<file path="src/rtl/led_seq_pkg.sv">
// Shared types and constants for the LED running-light sequencer.
package led_seq_pkg;

    localparam int unsigned MODE_W = 3;

    // Pattern modes; codes 5-7 are unused and recovered to MODE_ROT_L.
    typedef enum logic [MODE_W-1:0] {
        MODE_ROT_L  = 3'd0,
        MODE_ROT_R  = 3'd1,
        MODE_BOUNCE = 3'd2,
        MODE_FILL   = 3'd3,
        MODE_BLINK  = 3'd4
    } mode_t;

    // Walking direction of the single lit bit in MODE_BOUNCE.
    typedef enum logic {
        DIR_LEFT  = 1'b0,
        DIR_RIGHT = 1'b1
    } dir_t;

    localparam logic [7:0] INIT_ROT_L  = 8'h01;
    localparam logic [7:0] INIT_ROT_R  = 8'h80;
    localparam logic [7:0] INIT_BOUNCE = 8'h01;
    localparam logic [7:0] INIT_FILL   = 8'h00;
    localparam logic [7:0] INIT_BLINK  = 8'h00;

    // Pattern loaded into the LEDs when a mode is entered.
    function automatic logic [7:0] init_pattern(input mode_t m);
        case (m)
            MODE_ROT_L:  return INIT_ROT_L;
            MODE_ROT_R:  return INIT_ROT_R;
            MODE_BOUNCE: return INIT_BOUNCE;
            MODE_FILL:   return INIT_FILL;
            MODE_BLINK:  return INIT_BLINK;
            default:     return INIT_ROT_L;
        endcase
    endfunction

    // Mode that follows m on a button press, wrapping BLINK back to ROT_L.
    function automatic mode_t next_mode(input mode_t m);
        case (m)
            MODE_ROT_L:  return MODE_ROT_R;
            MODE_ROT_R:  return MODE_BOUNCE;
            MODE_BOUNCE: return MODE_FILL;
            MODE_FILL:   return MODE_BLINK;
            default:     return MODE_ROT_L;
        endcase
    endfunction

endpackage

</file>
<file path="src/rtl/btn_debounce.sv">
// Pushbutton conditioner: 2-FF synchroniser, stability counter and a
// one-cycle pulse when the accepted level flips from 0 to 1.
module btn_debounce
    import led_seq_pkg::*;
#(
    parameter int unsigned DEB_CYCLES = 1_000_000
) (
    input  logic clk_50mhz,
    input  logic start,
    input  logic btn_raw,
    output logic btn_rise
);

    localparam int unsigned DW = $clog2(DEB_CYCLES + 1);

    logic [1:0]    sync;
    logic          level;
    logic [DW-1:0] stable_cnt;

    // Synchronise, count consecutive cycles differing from the accepted level, flip after DEB_CYCLES.
    always_ff @(posedge clk_50mhz or negedge start) begin
        if (!start) begin
            sync       <= '0;
            level      <= 1'b0;
            stable_cnt <= '0;
            btn_rise   <= 1'b0;
        end else begin
            sync <= {sync[0], btn_raw};
            if (sync[1] == level) begin
                stable_cnt <= '0;
                btn_rise   <= 1'b0;
            end else if (stable_cnt == DW'(DEB_CYCLES - 1)) begin
                level      <= sync[1];
                stable_cnt <= '0;
                btn_rise   <= sync[1];
            end else begin
                stable_cnt <= stable_cnt + DW'(1);
                btn_rise   <= 1'b0;
            end
        end
    end

endmodule

</file>
<file path="src/rtl/led_seq_ctrl.sv">
// LED running-light sequencer: programmable step timer, pattern-mode FSM
// advanced by a debounced button, and the LED pattern register.
module led_seq_ctrl
    import led_seq_pkg::*;
#(
    parameter int unsigned STEP_DIV   = 50_000_000,
    parameter int unsigned DEB_CYCLES = 1_000_000
) (
    input  logic       clk_50mhz,
    input  logic       start,
    input  logic       mode_btn,
    input  logic [1:0] speed_sel,
    input  logic       pause,
    output logic [7:0] led,
    output logic [2:0] mode,
    output logic       tick
);

    localparam int unsigned CW = $clog2(STEP_DIV);

    typedef logic [CW:0]   lim_t;
    typedef logic [CW-1:0] cnt_t;

    localparam lim_t DIV_FULL = lim_t'(STEP_DIV);

    cnt_t       cnt_q, cnt_d;
    mode_t      mode_q, mode_d;
    logic [7:0] led_q, led_d;
    dir_t       dir_q, dir_d;
    logic       btn_rise;
    lim_t       limit;
    logic       step_due;

    btn_debounce #(
        .DEB_CYCLES(DEB_CYCLES)
    ) u_btn_debounce (
        .clk_50mhz(clk_50mhz),
        .start    (start),
        .btn_raw  (mode_btn),
        .btn_rise (btn_rise)
    );

    // Step period shrinks with speed_sel; >= lets a shortened period fire at once.
    assign limit    = DIV_FULL >> speed_sel;
    assign step_due = !pause && ({1'b0, cnt_q} >= (limit - lim_t'(1)));

    // State register for step counter, mode, LED pattern and bounce direction.
    always_ff @(posedge clk_50mhz or negedge start) begin
        if (!start) begin
            cnt_q  <= '0;
            mode_q <= MODE_ROT_L;
            led_q  <= INIT_ROT_L;
            dir_q  <= DIR_LEFT;
        end else begin
            cnt_q  <= cnt_d;
            mode_q <= mode_d;
            led_q  <= led_d;
            dir_q  <= dir_d;
        end
    end

    // Next state: illegal-mode recovery, then button advance, then the timed pattern step.
    always_comb begin
        cnt_d  = cnt_q;
        mode_d = mode_q;
        led_d  = led_q;
        dir_d  = dir_q;
        if (mode_q > MODE_BLINK) begin
            mode_d = MODE_ROT_L;
            led_d  = INIT_ROT_L;
            cnt_d  = '0;
            dir_d  = DIR_LEFT;
        end else if (btn_rise) begin
            mode_d = next_mode(mode_q);
            led_d  = init_pattern(next_mode(mode_q));
            cnt_d  = '0;
            dir_d  = DIR_LEFT;
        end else if (!pause) begin
            if (step_due) begin
                cnt_d = '0;
                case (mode_q)
                    MODE_ROT_L: led_d = {led_q[6:0], led_q[7]};
                    MODE_ROT_R: led_d = {led_q[0], led_q[7:1]};
                    MODE_BOUNCE: begin
                        if (dir_q == DIR_LEFT) begin
                            if (led_q[7]) begin
                                led_d = {1'b0, led_q[7:1]};
                                dir_d = DIR_RIGHT;
                            end else begin
                                led_d = {led_q[6:0], 1'b0};
                            end
                        end else begin
                            if (led_q[0]) begin
                                led_d = {led_q[6:0], 1'b0};
                                dir_d = DIR_LEFT;
                            end else begin
                                led_d = {1'b0, led_q[7:1]};
                            end
                        end
                    end
                    MODE_FILL:  led_d = {led_q[6:0], ~led_q[7]};
                    MODE_BLINK: led_d = ~led_q;
                    default:    led_d = led_q;
                endcase
            end else begin
                cnt_d = cnt_q + cnt_t'(1);
            end
        end
    end

    // Outputs: a button advance suppresses the coincident step pulse.
    always_comb begin
        tick = step_due & ~btn_rise;
        mode = mode_q;
        led  = led_q;
    end

endmodule

</file>
<file path="config.mk">
export PLATFORM = sky130hd
export DESIGN_NAME = led_seq_ctrl
export DESIGN_NICKNAME = d
export VERILOG_FILES = /design/src/rtl/led_seq_pkg.sv /design/src/rtl/btn_debounce.sv /design/src/rtl/led_seq_ctrl.sv
export SDC_FILE = /design/constraint.sdc
export NUM_CORES = 1
export LEC_CHECK = 0
export ABC_AREA = 0
export BUFFER_PORTS_ARGS = -buffer_cell sky130_fd_sc_hd__buf_2
export CORE_MARGIN = 3
export CORE_UTILIZATION = 30
export CTS_CLUSTER_DIAMETER = 30
export DETAILED_ROUTE_END_ITERATION = 10
export GPL_ROUTABILITY_DRIVEN = 0
export PLACE_DENSITY = 0.56
export SLEW_MARGIN = 20
export SYNTH_ARGS = -nofsm -noshare
export SYNTH_HDL_FRONTEND = slang
export SYNTH_SLANG_ARGS = --single-unit
</file>
<file path="constraint.sdc">
create_clock -name clk_50mhz -period 2.95 [get_ports clk_50mhz]
set_clock_uncertainty 0.15 [all_clocks]
set_input_delay 0.7375 -clock clk_50mhz [delete_from_list [all_inputs] [get_ports clk_50mhz]]
set_output_delay 0.7375 -clock clk_50mhz [all_outputs]
set_load 0.02 [all_outputs]
</file>
==> impl_metrics.tcl, run 1 <==
set metrics [dict create \
    rsz0062_at_grt "true" \
    synth.distinct_cells 59 \
    synth_mux_area_frac 0.0135 \
    relSlewSlack 0.566 \
    clk_latency_ns 0.33 \
    dp.final_hpwl_mm 6.16 \
    routed_wl_mm 8.58 \
    cts.clk_slew.worst_paths_ns 0.05 \
    ys_seq_elements 62 \
    drc_errors 0 \
    min_period_ns 3.21 \
    synth_top_family_by_area "simple AND/OR/NAND/NOR gates" \
    p_per_area_nw_per_um2 472 \
    min_from "u_btn_debounce.sync[0]$_DFF_PN0_" \
    antenna_found_initial 0 \
    syn_inst 417 \
    rows 40 \
    violations "negative setup slack" \
    viasPerCell 4.92 \
    root_buffer "clkbuf_16" \
    met2_usage 0.191 \
    hp-class "reg -> reg" \
    setup_ws_ns -0.261 \
    synth_area_sq_um 3800 \
    drt_iter0_drc 216 \
    setup_viol 1 \
    fin_setup_tns_ns -0.261 \
    avgSynthCellArea_sq_um 9.11 \
    status "finished with violations" \
    drt_pass1_iterations 4 \
    fin_util 0.386 \
    worstSetupStartpointType "input pin" \
    core_sq_um 12200 \
    p_leak_nw 2.09 \
    ios 18 \
    grt_usage 0.129 \
    yosys_warnings 0 \
    fin_crit_sh 1.09 \
    synthArstFlopShare 1.00 \
    max_freq_mhz 311 \
    hold_viol 0 \
    grt_util_met1 0.180 \
    vias 3103 \
    path_max_fanout 5 \
    ant_nets 0 \
    dieArea_sq_um 14100 \
    final-max-slew-violation-count 0 \
    diodes 0 \
    tightest_slew_ns 0.649 \
    crit_start "speed_sel[1]" \
    synthAdderAreaFrac 0.0691 \
    start_util 0.311 \
    postCtsHoldBufs 0 \
    use_met3 0.0402 \
    num-nets-final 485 \
    die_x_um 119 \
    worstReg2RegStart "cnt_q[12]$_DFFE_PN0P_" \
    drive_gt1_frac 0.194 \
    numCtsBuffers 9 \
    syn2layout_area_growth_pct 24.1 \
    portBuffers 17 \
    synthXorXnorAreaFrac 0.106 \
    synth_compound_area_frac 0.110 \
    detail_route.wl_per_cell_um 13.6 \
    cts_max_level 3 \
    max-clock-path-buffers 2 \
    pre_cts_slack_ns -0.427 \
    grt_pass1_vias 3022 \
    critPathArrivalTime_ns 2.32 \
    vdd_drop_max_v 0.000359 \
    grt_start_max_net_pins 63 \
    synth-edff-count 0 \
    required_ns 2.06 \
    overflow 0 \
    clock_sinks 62 \
    ys.flop_type "dfrtp_1" \
    tritoncts "built" \
    end_kind "output port" \
    ys_seq_area_frac 0.409 \
    busiest_layer "met2" \
    max-cap-violations 0 \
    synth-simple-area-share 0.254 \
    crit_type "in -> out" \
    grt_pass1_wl_mm 14.9 \
    die_h_um 119 \
]
==> layout by cell type (no fill, tap or decap), types with 16 or more instances in the layout <==
master / count
xnor2_1: 28
a21oi_1: 17
nor2_1: 61
ha_1: 16
dfrtp_1: 61
nand2_1: 36
inv_1: 19
xor2_1: 18
buf_4: 22
nand3_1: 18
==> critical path: stages <==
cell and delay [ns]:
buf_12 0.11, nor2_4 0.15, inv_2 0.08, ha_4 0.28, nand3_4 0.10, nor4_2 0.21, a22o_1 0.22, or2_4 0.16
nor2_4 0.05, nor2_4 0.10, buf_6 0.12
==> cell usage after synthesis (2+ instances only) <==
| library cell | count | area share |
|---|---|---|
| inv_1 | 21 | 0.021 |
| nand3_1 | 19 | 0.025 |
| nor3_1 | 14 | 0.018 |
| o221ai_1 | 4 | 0.0092 |
| a31oi_1 | 2 | 0.0033 |
| nor2b_1 | 3 | 0.0049 |
| or2_2 | 2 | 0.0033 |
| o22ai_1 | 2 | 0.0033 |
| clkbuf_1 | 4 | 0.0040 |
| nand4_1 | 6 | 0.0099 |
| and3_1 | 12 | 0.020 |
| nor4_1 | 4 | 0.0066 |
| a32oi_1 | 2 | 0.0046 |
| a211oi_1 | 5 | 0.0099 |
| ha_1 | 21 | 0.069 |
| nor3b_1 | 3 | 0.0059 |
| nor4b_1 | 2 | 0.0046 |
| o21ai_2 | 2 | 0.0046 |
| buf_4 | 4 | 0.0079 |
| nand3b_1 | 2 | 0.0040 |
| nor2_1 | 64 | 0.063 |
| nand2_1 | 39 | 0.039 |
| xor2_1 | 18 | 0.041 |
| dfrtp_1 | 61 | 0.40 |
| a21o_1 | 3 | 0.0059 |
| a21oi_1 | 19 | 0.025 |
| a32o_1 | 2 | 0.0053 |
| xnor2_1 | 28 | 0.065 |
| buf_2 | 3 | 0.0040 |
| and4_1 | 4 | 0.0092 |
| and2_1 | 2 | 0.0033 |
| o21ai_0 | 9 | 0.012 |
| nor4_2 | 2 | 0.0066 |
| mux2i_1 | 4 | 0.011 |
==> repair_timing <==
action / CTS / global route
pin swaps: 6 / 2
endpoints found under the setup margin: 1 / 1
resized for setup: 16 / 1
setup buffers: 2 / 2
cloned: 0 / 0
==> layout make-up <==
| cell class | count | area (sq um) |
|---|---|---|
| Fill cell | 1261 | 7500 |
| Clock inverter | 3 | 43.8 |
| Clock buffer | 13 | 250 |
| Timing Repair Buffer | 41 | 318 |
| Tap cell | 168 | 210 |
| Inverter | 21 | 83.8 |
| Sequential cell | 62 | 1550 |
| Multi-Input combinational cell | 323 | 2260 |
==> report_power, final <==
group / internal [mW] / switching, mW / leakage (nW)
clock: 0.677 / 0.367 / 0.144
combinational: 0.0991 / 0.123 / 1.15
sequential: 0.898 / 0.0596 / 0.798
total: 1.67 / 0.550 / 2.09
==> stage by stage <==
step                      std cells  cell area (sq um)  hold slack, ns  total power, mW
final                           631               4710           0.202             2.22
after global placement          611               4300           0.190             1.18
after global routing            631               4710           0.206             2.35
after detailed placement        611               4300           0.192             1.18
after CTS                       629               4690           0.204             2.26
after floorplan                 418               3890           0.181             1.10
==> worst paths after layout <==
check                                                   end  slack (ns)  cells after the start
setup / recovery                                       tick       -0.26                     11
hold / removal             u_btn_debounce.sync[1]$_DFF_PN0_        0.20                      0
setup reg to reg                      cnt_q[13]$_DFFE_PN0P_        0.43                     11
hold reg to reg            u_btn_debounce.sync[1]$_DFF_PN0_        0.20                      0
max in group asynchronous                led[0]$_DFFE_PN1P_        2.07                      2
min in group asynchronous             cnt_q[16]$_DFFE_PN0P_        0.26                      2
==> layer usage <==
metal,vias up,part of all wire
met4,0,0.0066
met1,1493,0.50
met5,-,0
li1,1534,-
met3,4,0.045
met2,72,0.45
==> flip-flops by register name, summed over array words and instances (netlist names) <==
signal and flops:
u_btn_debounce.sync 2, u_btn_debounce.level 1, u_btn_debounce.btn_rise 1, mode 3, dir_q 1, led 8, cnt_q 26, u_btn_debounce.stable_cnt 20
==> logic make-up (layout without fill, tap and decap cells) <==
logic type               count (synthesis)  after routing
adder cells (fa/ha/maj)                 21             21
flip-flops                              62             62
XOR/XNOR                                46             46
other                                    1              2
multiplexers                             5              5
buffers and inverters                   33             78
AND/OR/NAND/NOR                        189            189
AO/OA/AOI/OAI                           60             60
No activity file was read; power rests on OpenSTA's default activity.
==> run 2, diff against run 1 <==
--- a/constraint.sdc
+++ b/constraint.sdc
@@ -4,2 +4,2 @@
 set_output_delay 0.7375 -clock clk_50mhz [all_outputs]
-set_load 0.02 [all_outputs]
+set_load 0.1 [all_outputs]
==> impl_metrics.tcl, run 2 (synthesis results as in run 1) <==
set metrics [dict create \
    antenna_found_initial 0 \
    power_switching_mw 0.571 \
    setup_viol 1 \
    clock_sinks 62 \
    final_cell_mix "nor2_1 (61), dfrtp_1 (61), nand2_1 (36)" \
    cts_max_level 3 \
    max-cap-violations 0 \
    end_kind "output port" \
    cts.clk_slew.worst_paths_ns 0.06 \
    setup_ws_ns -0.301 \
    root_buffer "clkbuf_16" \
    crit_type "in -> out" \
    drt_pass1_iterations 4 \
    pre_cts_slack_ns -0.425 \
    p_leak_nw 2.11 \
    path_max_fanout 5 \
    rows 40 \
    diodes 0 \
    p_per_area_nw_per_um2 487 \
    status "finished with violations" \
    multi_input_area_sq_um 2280 \
    core_sq_um 12200 \
    num-nets-final 487 \
    max-clock-path-buffers 2 \
    start_util 0.311 \
    syn2layout_area_growth_pct 26.6 \
    largest_register_ffs 26 \
    relSlewSlack 0.456 \
    nFillCells 1252 \
    regMostFlops "cnt_q" \
    grt_usage 0.128 \
    ios 18 \
    power.clock.fraction 0.494 \
    vias 3076 \
    dieArea_sq_um 14100 \
    min_period_ns 3.25 \
    ant_nets 0 \
    vdd_drop_max_v 0.000348 \
    viasPerCell 4.86 \
    drc_errors 0 \
    final-max-slew-violation-count 0 \
    drive_gt1_frac 0.215 \
    portBuffers 17 \
    grt_pass1_wl_mm 14.6 \
    internal_power_mw 1.77 \
    die_h_um 119 \
    rsz0062_at_grt "true" \
    tritoncts "built" \
    grt_pass1_vias 3002 \
    hp-class "reg -> reg" \
    critPathArrivalTime_ns 2.36 \
    routed_wl_mm 8.56 \
    drt_iter0_drc 156 \
    fin_hold_ws_ns 0.202 \
    postCtsHoldBufs 0 \
    pwr-share-seq 0.407 \
    clk_latency_ns 0.33 \
    detail_route.wl_per_cell_um 13.5 \
    total_power_mw 2.34 \
    fin_crit_sh 1.10 \
    hold_viol 0 \
    p_sw_frac 0.244 \
    tightest_slew_ns 0.816 \
    max_freq_mhz 308 \
    worstSetupStartpointType "input pin" \
    overflow 0 \
    seq_area_sq_um 1550 \
    die_x_um 119 \
    grt_start_max_net_pins 63 \
    required_ns 2.06 \
    numCtsBuffers 9 \
    combPwrFrac 0.099 \
    dp.final_hpwl_mm 6.04 \
    violations "negative setup slack" \
]
## run 2: stage by stage
step,cell area [sq um],std cells,utilization,TNS (ns)
floorplan,3890,418,-,-0.268
global placement,4320,612,0.354,-0.414
detailed placement,4320,612,0.354,-0.425
CTS,4800,633,0.393,-0.280
global route,4810,633,0.394,-0.392
finish,4810,633,0.394,-0.301
## run 2: final cells by class
| cell class | count | area share |
|---|---|---|
| Clock inverter | 6 | 0.0195 |
| Sequential cell | 62 | 0.323 |
| Tap cell | 168 | 0.0437 |
| Multi-Input combinational cell | 323 | 0.473 |
| Inverter | 21 | 0.0174 |
| Timing Repair Buffer | 43 | 0.0736 |
| Clock buffer | 10 | 0.0497 |
## run 2: power by group through the flow
stage          Clock (mW)  Sequential (mW)  Combinational [mW]
6_report             1.16            0.954               0.231
5_1_grt              1.24            0.961               0.267
4_1_cts              1.20            0.953               0.235
3_5_place_dp            0            0.968               0.220
3_3_place_gp            0            0.965               0.217
2_1_floorplan           0            0.955               0.150
## run 2: worst max-delay path, stage by stage
cell and delay (ns):
buf_12 0.11, inv_6 0.06, nor2_2 0.04, ha_1 0.31, a21oi_1 0.14, o21ai_1 0.10
a22o_1 0.24, or2_4 0.25, nor2_4 0.16, nor2_4 0.05, buf_12 0.16
## run 2: worst paths after layout
kind | slack (ns) | endpoint | depth (start not counted) | from
max in group asynchronous | 1.68 | cnt_q[12]$_DFFE_PN0P_ | 2 | start
worst max-delay path | -0.30 | tick | 11 | speed_sel[1]
worst min-delay path | 0.20 | u_btn_debounce.sync[1]$_DFF_PN0_ | 0 | u_btn_debounce.sync[0]$_DFF_PN0_
min in group asynchronous | 0.40 | cnt_q[16]$_DFFE_PN0P_ | 2 | start
worst min register to register | 0.20 | u_btn_debounce.sync[1]$_DFF_PN0_ | 0 | u_btn_debounce.sync[0]$_DFF_PN0_
worst max register to register | 0.53 | cnt_q[3]$_DFFE_PN0P_ | 10 | cnt_q[12]$_DFFE_PN0P_
## run 2: repair_timing
item,4_1_cts,5_1_grt
gates resized for setup,21,3
hold endpoints to repair,0,0
endpoints found under the setup margin,1,1
pin swaps,18,0
buffers inserted,5,0
## run 2: metal layers
metal | global-route usage | up-vias | wire, um
met3 | 0.0373 | 9 | 327
met2 | 0.197 | 48 | 3980
met5 | 0 | - | 0
met4 | 0.0391 | 0 | 109
met1 | 0.173 | 1484 | 4140
li1 | - | 1535 | -
